`config.mk`:
```
export PLATFORM = sky130hd
export DESIGN_NAME = bot_request_responder
export DESIGN_NICKNAME = d
export VERILOG_FILES = /design/src/rtl/bot_request_responder_pkg.sv /design/src/rtl/bot_request_responder_job_fifo.sv /design/src/rtl/bot_request_responder.sv
export SDC_FILE = /design/constraint.sdc
export NUM_CORES = 2
export LEC_CHECK = 0
export ABC_AREA = 1
export CAP_MARGIN = 20
export CORE_MARGIN = 2
export CORE_UTILIZATION = 63
export CTS_BUF_LIST = sky130_fd_sc_hd__clkbuf_8 sky130_fd_sc_hd__clkbuf_16
export CTS_CLUSTER_DIAMETER = 150
export CTS_CLUSTER_SIZE = 10
export DETAILED_ROUTE_END_ITERATION = 10
export PLACE_DENSITY = 0.82
export SLEW_MARGIN = 30
export SYNTH_ARGS = -nofsm -noshare
export SYNTH_HDL_FRONTEND = slang
export SYNTH_SLANG_ARGS = --single-unit
```
`constraint.sdc`:
```
create_clock -name clk -period 18.05 [get_ports clk]
set_clock_uncertainty 0.05 [all_clocks]
set_input_delay 1.805 -clock clk [delete_from_list [all_inputs] [get_ports clk]]
set_output_delay 1.805 -clock clk [all_outputs]
set_load 0.03 [all_outputs]
```
`src/rtl/bot_request_responder_pkg.sv`:
```
// Shared widths and the job slot carried from the dispatcher to the compute modules.
package bot_request_responder_pkg;

  localparam int BOT_WIDTH       = 128;
  localparam int COUNT_WIDTH     = 32;
  localparam int JOB_EXTRA_WIDTH = 14;

  typedef struct packed {
    logic                       start;
    logic [BOT_WIDTH-1:0]       bot;
    logic [JOB_EXTRA_WIDTH-1:0] extraData;
  } job_slot_t;

endpackage

```
`src/rtl/bot_request_responder_job_fifo.sv`:
```
// Single-clock FIFO with registered read; storage is unreset so it can map to block RAM.
module job_fifo #(
  parameter int WIDTH = 142,
  parameter int DEPTH = 16
) (
  input  logic                     clk,
  input  logic                     rst,
  input  logic                     push,
  input  logic [WIDTH-1:0]         wr_data,
  input  logic                     pop,
  output logic [WIDTH-1:0]         rd_data,
  output logic                     full,
  output logic                     empty,
  output logic [$clog2(DEPTH):0]   count
);

  localparam int AW = $clog2(DEPTH);
  localparam logic [AW:0] FULL_COUNT = (AW+1)'(DEPTH);

  logic [WIDTH-1:0] mem [DEPTH];
  logic [AW-1:0]    wr_ptr;
  logic [AW-1:0]    rd_ptr;
  logic             do_push;
  logic             do_pop;

  assign full    = (count == FULL_COUNT);
  assign empty   = (count == '0);
  assign do_push = push && !full;
  assign do_pop  = pop && !empty;

  always_ff @(posedge clk) begin
    if (do_push) mem[wr_ptr] <= wr_data;
  end

  // Pointers wrap naturally; the fill count is kept one bit wider to tell full from empty.
  always_ff @(posedge clk or negedge rst) begin
    if (!rst) begin
      wr_ptr  <= '0;
      rd_ptr  <= '0;
      count   <= '0;
      rd_data <= '0;
    end else begin
      if (do_push) wr_ptr <= wr_ptr + 1'b1;
      if (do_pop) begin
        rd_ptr  <= rd_ptr + 1'b1;
        rd_data <= mem[rd_ptr];
      end
      case ({do_push, do_pop})
        2'b10:   count <= count + 1'b1;
        2'b01:   count <= count - 1'b1;
        default: count <= count;
      endcase
    end
  end

endmodule

```
`src/rtl/bot_request_responder.sv`:
```
// Answers requestGraph pulls from the FIFO head, exactly REQUEST_LATENCY cycles later.
module bot_request_responder
  import bot_request_responder_pkg::*;
#(
  parameter int EXTRA_DATA_WIDTH = JOB_EXTRA_WIDTH,
  parameter int REQUEST_LATENCY  = 3,
  parameter int DEPTH            = 16
) (
  input  logic                          clk,
  input  logic                          rst,
  input  logic                          inValid,
  output logic                          inReady,
  input  logic [BOT_WIDTH-1:0]          inBot,
  input  logic [EXTRA_DATA_WIDTH-1:0]   inExtraData,
  input  logic                          requestGraph,
  output logic [BOT_WIDTH-1:0]          botOut,
  output logic                          start,
  output logic [EXTRA_DATA_WIDTH-1:0]   extraDataOut,
  output logic [$clog2(DEPTH):0]        occupancy,
  output logic [COUNT_WIDTH-1:0]        issuedCount,
  output logic [COUNT_WIDTH-1:0]        bubbleCount
);

  localparam int FW = BOT_WIDTH + EXTRA_DATA_WIDTH;

  typedef struct packed {
    logic                        start;
    logic [BOT_WIDTH-1:0]        bot;
    logic [EXTRA_DATA_WIDTH-1:0] extraData;
  } slot_t;

  logic          fifo_push;
  logic          fifo_pop;
  logic          fifo_full;
  logic          fifo_empty;
  logic [FW-1:0] fifo_rd_data;
  logic          head_valid;
  slot_t         head_slot;
  slot_t         pipe [1:REQUEST_LATENCY-1];
  logic          last_in_start;

  assign inReady   = !fifo_full;
  assign fifo_push = inValid && !fifo_full;
  assign fifo_pop  = requestGraph && !fifo_empty;

  job_fifo #(
    .WIDTH (FW),
    .DEPTH (DEPTH)
  ) u_job_fifo (
    .clk     (clk),
    .rst     (rst),
    .push    (fifo_push),
    .wr_data ({inBot, inExtraData}),
    .pop     (fifo_pop),
    .rd_data (fifo_rd_data),
    .full    (fifo_full),
    .empty   (fifo_empty),
    .count   (occupancy)
  );

  // The FIFO read register is the first pipe stage; bubbles are zeroed here once.
  always_comb begin
    head_slot = '0;
    if (head_valid) head_slot = {1'b1, fifo_rd_data};
  end

  generate
    if (REQUEST_LATENCY == 2) begin : g_short
      assign last_in_start = head_slot.start;
    end else begin : g_long
      assign last_in_start = pipe[REQUEST_LATENCY-2].start;
    end
  endgenerate

  always_ff @(posedge clk or negedge rst) begin
    if (!rst) begin
      head_valid  <= 1'b0;
      issuedCount <= '0;
      bubbleCount <= '0;
      for (int i = 1; i < REQUEST_LATENCY; i++) pipe[i] <= '0;
    end else begin
      head_valid <= fifo_pop;
      pipe[1]    <= head_slot;
      for (int i = 2; i < REQUEST_LATENCY; i++) pipe[i] <= pipe[i-1];
      if (requestGraph && fifo_empty) bubbleCount <= bubbleCount + 1'b1;
      if (last_in_start) issuedCount <= issuedCount + 1'b1;
    end
  end

  assign start        = pipe[REQUEST_LATENCY-1].start;
  assign botOut       = pipe[REQUEST_LATENCY-1].bot;
  assign extraDataOut = pipe[REQUEST_LATENCY-1].extraData;

endmodule

```
# --- Word level (Yosys, flattened, before mapping) ---
# Memory sizes are Yosys's and may differ from the RTL's. A register that Yosys moved wholly into a read port is not among the register bits.
# Index checks and enable logic that the tools add are counted.
word_totals:
  ramBits: 2272
  out_inout_bits: 213
  regBits: 364
  in_bits: 146
  elab_cells: 36
  memories: 1
memory_table:
  columns: ["name", "words", "word_bits", "read_ports", "rd_ports_with_merged_regs", "wr", "line_no", "text"]
  rows:
  - ["u_job_fifo.mem", 16, 142, 1, 1, 1, "bot_request_responder_job_fifo.sv:20", "logic [WIDTH-1:0] mem [DEPTH];"]
op_classes:
  mux: 4
  n_addsub: 6
  eq_ne: 3
  n_reduce_logical: 10
op_table:
  columns: ["operator", "count"]
  rows:
  - ["143-bit two-way mux", 1]
  - ["32-bit by 1-bit adder with 32-bit output, second input constant", 2]
  - ["5-bit case mux with 2 select lines", 1]
  - ["4-bit by 1-bit adder with 4-bit output, second input constant", 2]
  - ["5-bit by 1-bit adder with 5-bit output, second input constant", 1]
  - ["5-bit equality test, second input constant", 1]
  - ["1-bit logical AND", 5]
  - ["5-bit logical NOT", 1]
  - ["5-bit by 1-bit subtractor with 5-bit output, second input constant", 1]
  - ["1-bit logical NOT", 3]
  - ["2-bit by 1-bit equality test with 1-bit output, second input constant", 1]
  - ["2-bit equality test, second input constant", 1]
  - ["1-bit two-way mux", 2]
  - ["2-bit nonzero test", 1]

# --- Depth between registers and ports, before layout ---
logic_depth:
  ltp_word: 6
  depth_mapped: 16
  mapped_depth_nobuf: 14

# --- Cells and area by module ---
# Synthesis repeated with hierarchy kept, for this count alone.
hier_totals:
  cells_unflattened: 8988
  hier_area_um2: 108705.5
by_module_without_submodules:
  columns: ["mod", "instances", "cells_per_inst", "seq_area_each_um2", "area_each_um2"]
  rows:
  - ["job_fifo", 1, 7837, 72104.2, 95878.2]
  - ["bot_request_responder", 1, 1151, 8783.4, 12827.3]

# --- Worst setup path after synthesis ---
# No wires, ideal clock.
synth_timing:
  path_type: "in2reg"
  start: "in inValid"
  end: "mem u_job_fifo.mem[10][0], enable pin"
  arrival_time_ns: 11.711
  required_ns: 17.182
  setup_time_ns: 0.818
  path_slack_ns: 5.472
  path_stages: 3
  path_buffers: 1
  path_cell_list: "nand2_1 -> buf_2 -> nor3_1"
synth_between:
  elab_chain_len: 4
synth_lines:
  columns: ["item", "line_no", "text"]
  rows:
  - ["start, declared", "bot_request_responder.sv:11", "input logic inValid,"]
  - ["1-bit logical AND", "bot_request_responder.sv:43", "assign fifo_push = inValid && !fifo_full;"]
  - ["1-bit logical AND", "bot_request_responder_job_fifo.sv:28", "assign do_push = push && !full;"]
  - ["1-bit two-way mux", "bot_request_responder_job_fifo.sv:32", "if (do_push) mem[wr_ptr] <= wr_data;"]
  - ["1-bit two-way mux (not written as such)", "bot_request_responder_job_fifo.sv:32", null]
  - ["end, declared", "bot_request_responder_job_fifo.sv:20", null]
# No other way between the ends.

# --- Worst setup path after layout ---
layout_timing:
  start: "in inValid"
  end: "mem u_job_fifo.mem[7][135], enable pin"
# The elaborated chain is that of the path after synthesis.

==> flow_metrics.env <==
export IMPL_core_area_um2=172000
export IMPL_clk_latency_ps=940
export IMPL_dpl_hpwl_um=131000
export IMPL_end_kind="flip-flop"
export IMPL_drv_slew=0
export IMPL_routedWlPerCell_um=23.9
export IMPL_tritoncts="done"
export IMPL_multiInputGateArea_um2=23500
export IMPL_final_nets=9354
export IMPL_port_buffers=358
export IMPL_grt_max_degree=265
export IMPL_antenna_found_initial=47
export IMPL_grt_ovfl_total=0
export IMPL_syn_nets=9231
export IMPL_maxCapViolations=0
export IMPL_cts_hold_buf=0
export IMPL_crit_path_frequent_cell="buf_4"
export IMPL_setup_violations=0
export IMPL_synth_seq_area_share=0.742
export IMPL_p_leak_nw=47.8
export IMPL_wl_um=281000
export IMPL_fp_dieH_um=420
export IMPL_dp_slack_ps=11540
export IMPL_dr_pass1_iters=8
export IMPL_syn_area_um2=109000
export IMPL_critical_path_arrival_ps=5950
export IMPL_max_clock_freq_mhz=183
export IMPL_setup_slack_ps=12600
export IMPL_required_ps=18540
export IMPL_worstReg2RegStart="u_job_fifo.rd_ptr[1]"
export IMPL_synthTopCellsByCount="nand2_1 (3168), edfxtp_1 (2272), nand3_1 (2038)"
export IMPL_drive_gt1_frac=0.0510
export IMPL_stdcell_area_um2=122000
export IMPL_synth_area_top_cells="edfxtp_1 (63%), dfrtp_1 (12%), nand2_1 (11%)"
export IMPL_clock_sinks=2778
export IMPL_max_slew_margin_rel=0.219
export IMPL_slowest_delay_ps=850
export IMPL_ys_async_sr_fraction=0.182
export IMPL_rsz0062_at_grt="false"
export IMPL_grt_pass1_wl_um=420000
export IMPL_syn_avg_cell_area_um2=12.0
export IMPL_place_inst=11200
export IMPL_status="finished, final reports clean"
export IMPL_use_met2=0.509
export IMPL_synth_most_common_cell="nand2_1"
export IMPL_peakVddDrop_mv=0.184
export IMPL_die_w_um=420
export IMPL_finalCritPeriodShare=0.302
export IMPL_htree_levels=5
export IMPL_synth_edf_count=2272
export IMPL_place_area_um2=113000
export IMPL_cts_buffer_depth=4
export IMPL_slowest_stage="buf_4"
export IMPL_clk_pin_slew_ps=60
export IMPL_path_max_fanout=47
export IMPL_r2r_slack_ps=12930
export IMPL_power_density_nw_per_um2=162
export IMPL_drc=0
export IMPL_critPathLaunchType="input port"
export IMPL_cts_buffers=327
export IMPL_hold_start="pipe[195]"
export IMPL_ant_nets=0
export IMPL_via_per_inst=6.17
export IMPL_crit_family="buffers and inverters"
export IMPL_seqCellArea_um2=80900
export IMPL_area_delta_synth_final_pct=12.2
export IMPL_hold_depth=0
export IMPL_dieArea_um2=176000
export IMPL_hold_violations=0
export IMPL_ys_seq_elements=2778
export IMPL_start_util=0.635
export IMPL_use_met3=0.0648
export IMPL_route_vias_total=72700
export IMPL_yosysWarnings=0
export IMPL_syn_inst=9074
export IMPL_gp_congestion=0.860
export IMPL_top_usage_layer="met2"
export IMPL_synth_top_area_share=0.626
export IMPL_fin_cells=11800
export IMPL_regToRegEndpoint="u_job_fifo.rd_data[69]"
export IMPL_placementRows=152
export IMPL_synthFlopType="edfxtp_1"
export IMPL_cts_resized=0
export IMPL_cts_root_buf="clkbuf_16"
export IMPL_hold_end="botOut[38]"
export IMPL_synth_cell_type_count=35
export IMPL_path_class="in -> reg"
export IMPL_track_usage=0.317
export IMPL_period_minus_slack_ps=5450
export IMPL_worstHoldPathType="reg -> reg"
export IMPL_drtIter0Drc=11100
export IMPL_r2r_cells=10
export IMPL_fill_cells=10400
export IMPL_path_buf_inv=6
export IMPL_cp_cell_sequence="clkdlybuf4s50_1 -> nand2_1 -> inv_1 -> nand2_1 -> nor2_4 -> buf_4 -> buf_16 -> buf_4 -> buf_4"
export IMPL_setup_tns_ps=0
export IMPL_yosys_area_top_type="edfxtp_1"
export IMPL_first_global_vias=72200
export IMPL_tightest_slew_ps=1170
export IMPL_cts_setup_buffers=0
export IMPL_num_io_pins=359
export IMPL_grt_use_met1=0.410
state kept, by name, indices dropped and copies added, names as in the netlist, 4 cells and up:
register	cells
u_job_fifo.mem	2272
u_job_fifo.count	5
extraDataOut	14
issuedCount	32
u_job_fifo.rd_ptr	4
u_job_fifo.wr_ptr	4
pipe	142
botOut	128
u_job_fifo.rd_data	142
bubbleCount	32
cell type report:
class,instances,area share
timing repair buffer,460,0.0391
antenna,39,0.000798
inverter,202,0.00658
tap,2310,0.0236
clock buffer,338,0.0691
sequential,2778,0.661
clock inverter,227,0.00715
multi-input combinational,5428,0.192
logic make-up after synthesis:
family | Yosys count | share of synthesized area
buffers and inverters | 868 | 0.0435
adders and majority gates | 11 | 0.00126
DFF | 2778 | 0.742
AOI/OAI and AO/OA | 13 | 0.000665
and+or+nand+nor | 5355 | 0.209
xor gates and xnor gates | 49 | 0.00393
worst register-to-register path: stages, from the launching register on:
cell and delay (ps):
dfrtp_4 450, buf_4 660, buf_4 780, buf_12 510
buf_12 930, buf_4 880, nand3_1 260, nand3_1 170
nand3_1 120, nand3_1 140, nand2_1 70
placed cells by master, fill, tap and decap left out, types with 13 or more instances in the layout:
master / count
edfxtp_1: 2272
xnor2_1: 17
nand2_1: 3168
nor2_1: 91
clkbuf_16: 338
inv_1: 420
nand3_1: 2038
clkdlybuf4s50_1: 357
xor2_1: 32
dfrtp_1: 501
nor3_2: 13
buf_12: 16
diode_2: 39
buf_4: 55
nand3b_1: 14
buf_6: 24
where the power goes:
group          leakage (nW)  internal (W)  total, W  switching (W)
logic                  15.4       0.00162   0.00587        0.00425
clock network          5.37       0.00333   0.00575        0.00241
registers              27.1       0.00783   0.00823       0.000402
metal layers:
layer	wire length [µm]	share of wire
met5	124	0.00044
met4	12500	0.045
met3	33000	0.12
met2	137000	0.49
met1	98900	0.35
worst max-delay path by stage:
stage,startpoint,end,depth (start not counted),slack [ps]
after floorplan,inValid,u_job_fifo.mem[10][0],3,5470
after global placement,inValid,u_job_fifo.mem[7][135],8,11640
after detailed placement,inValid,u_job_fifo.mem[7][135],8,11540
after CTS,inValid,u_job_fifo.mem[7][135],8,12520
after global routing,inValid,u_job_fifo.mem[7][135],9,12510
final,inValid,u_job_fifo.mem[7][135],9,12600
through the flow:
step | hold WS (ps) | power (W) | util
global placement | 282 | 0.0137 | 0.656
finish | 267 | 0.0198 | 0.712
global route | 279 | 0.0207 | 0.712
detailed placement | 285 | 0.0140 | 0.656
CTS | 262 | 0.0197 | 0.711
floorplan | 281 | 0.0125 | -
Note: power is estimated with default switching activity, not from simulation.
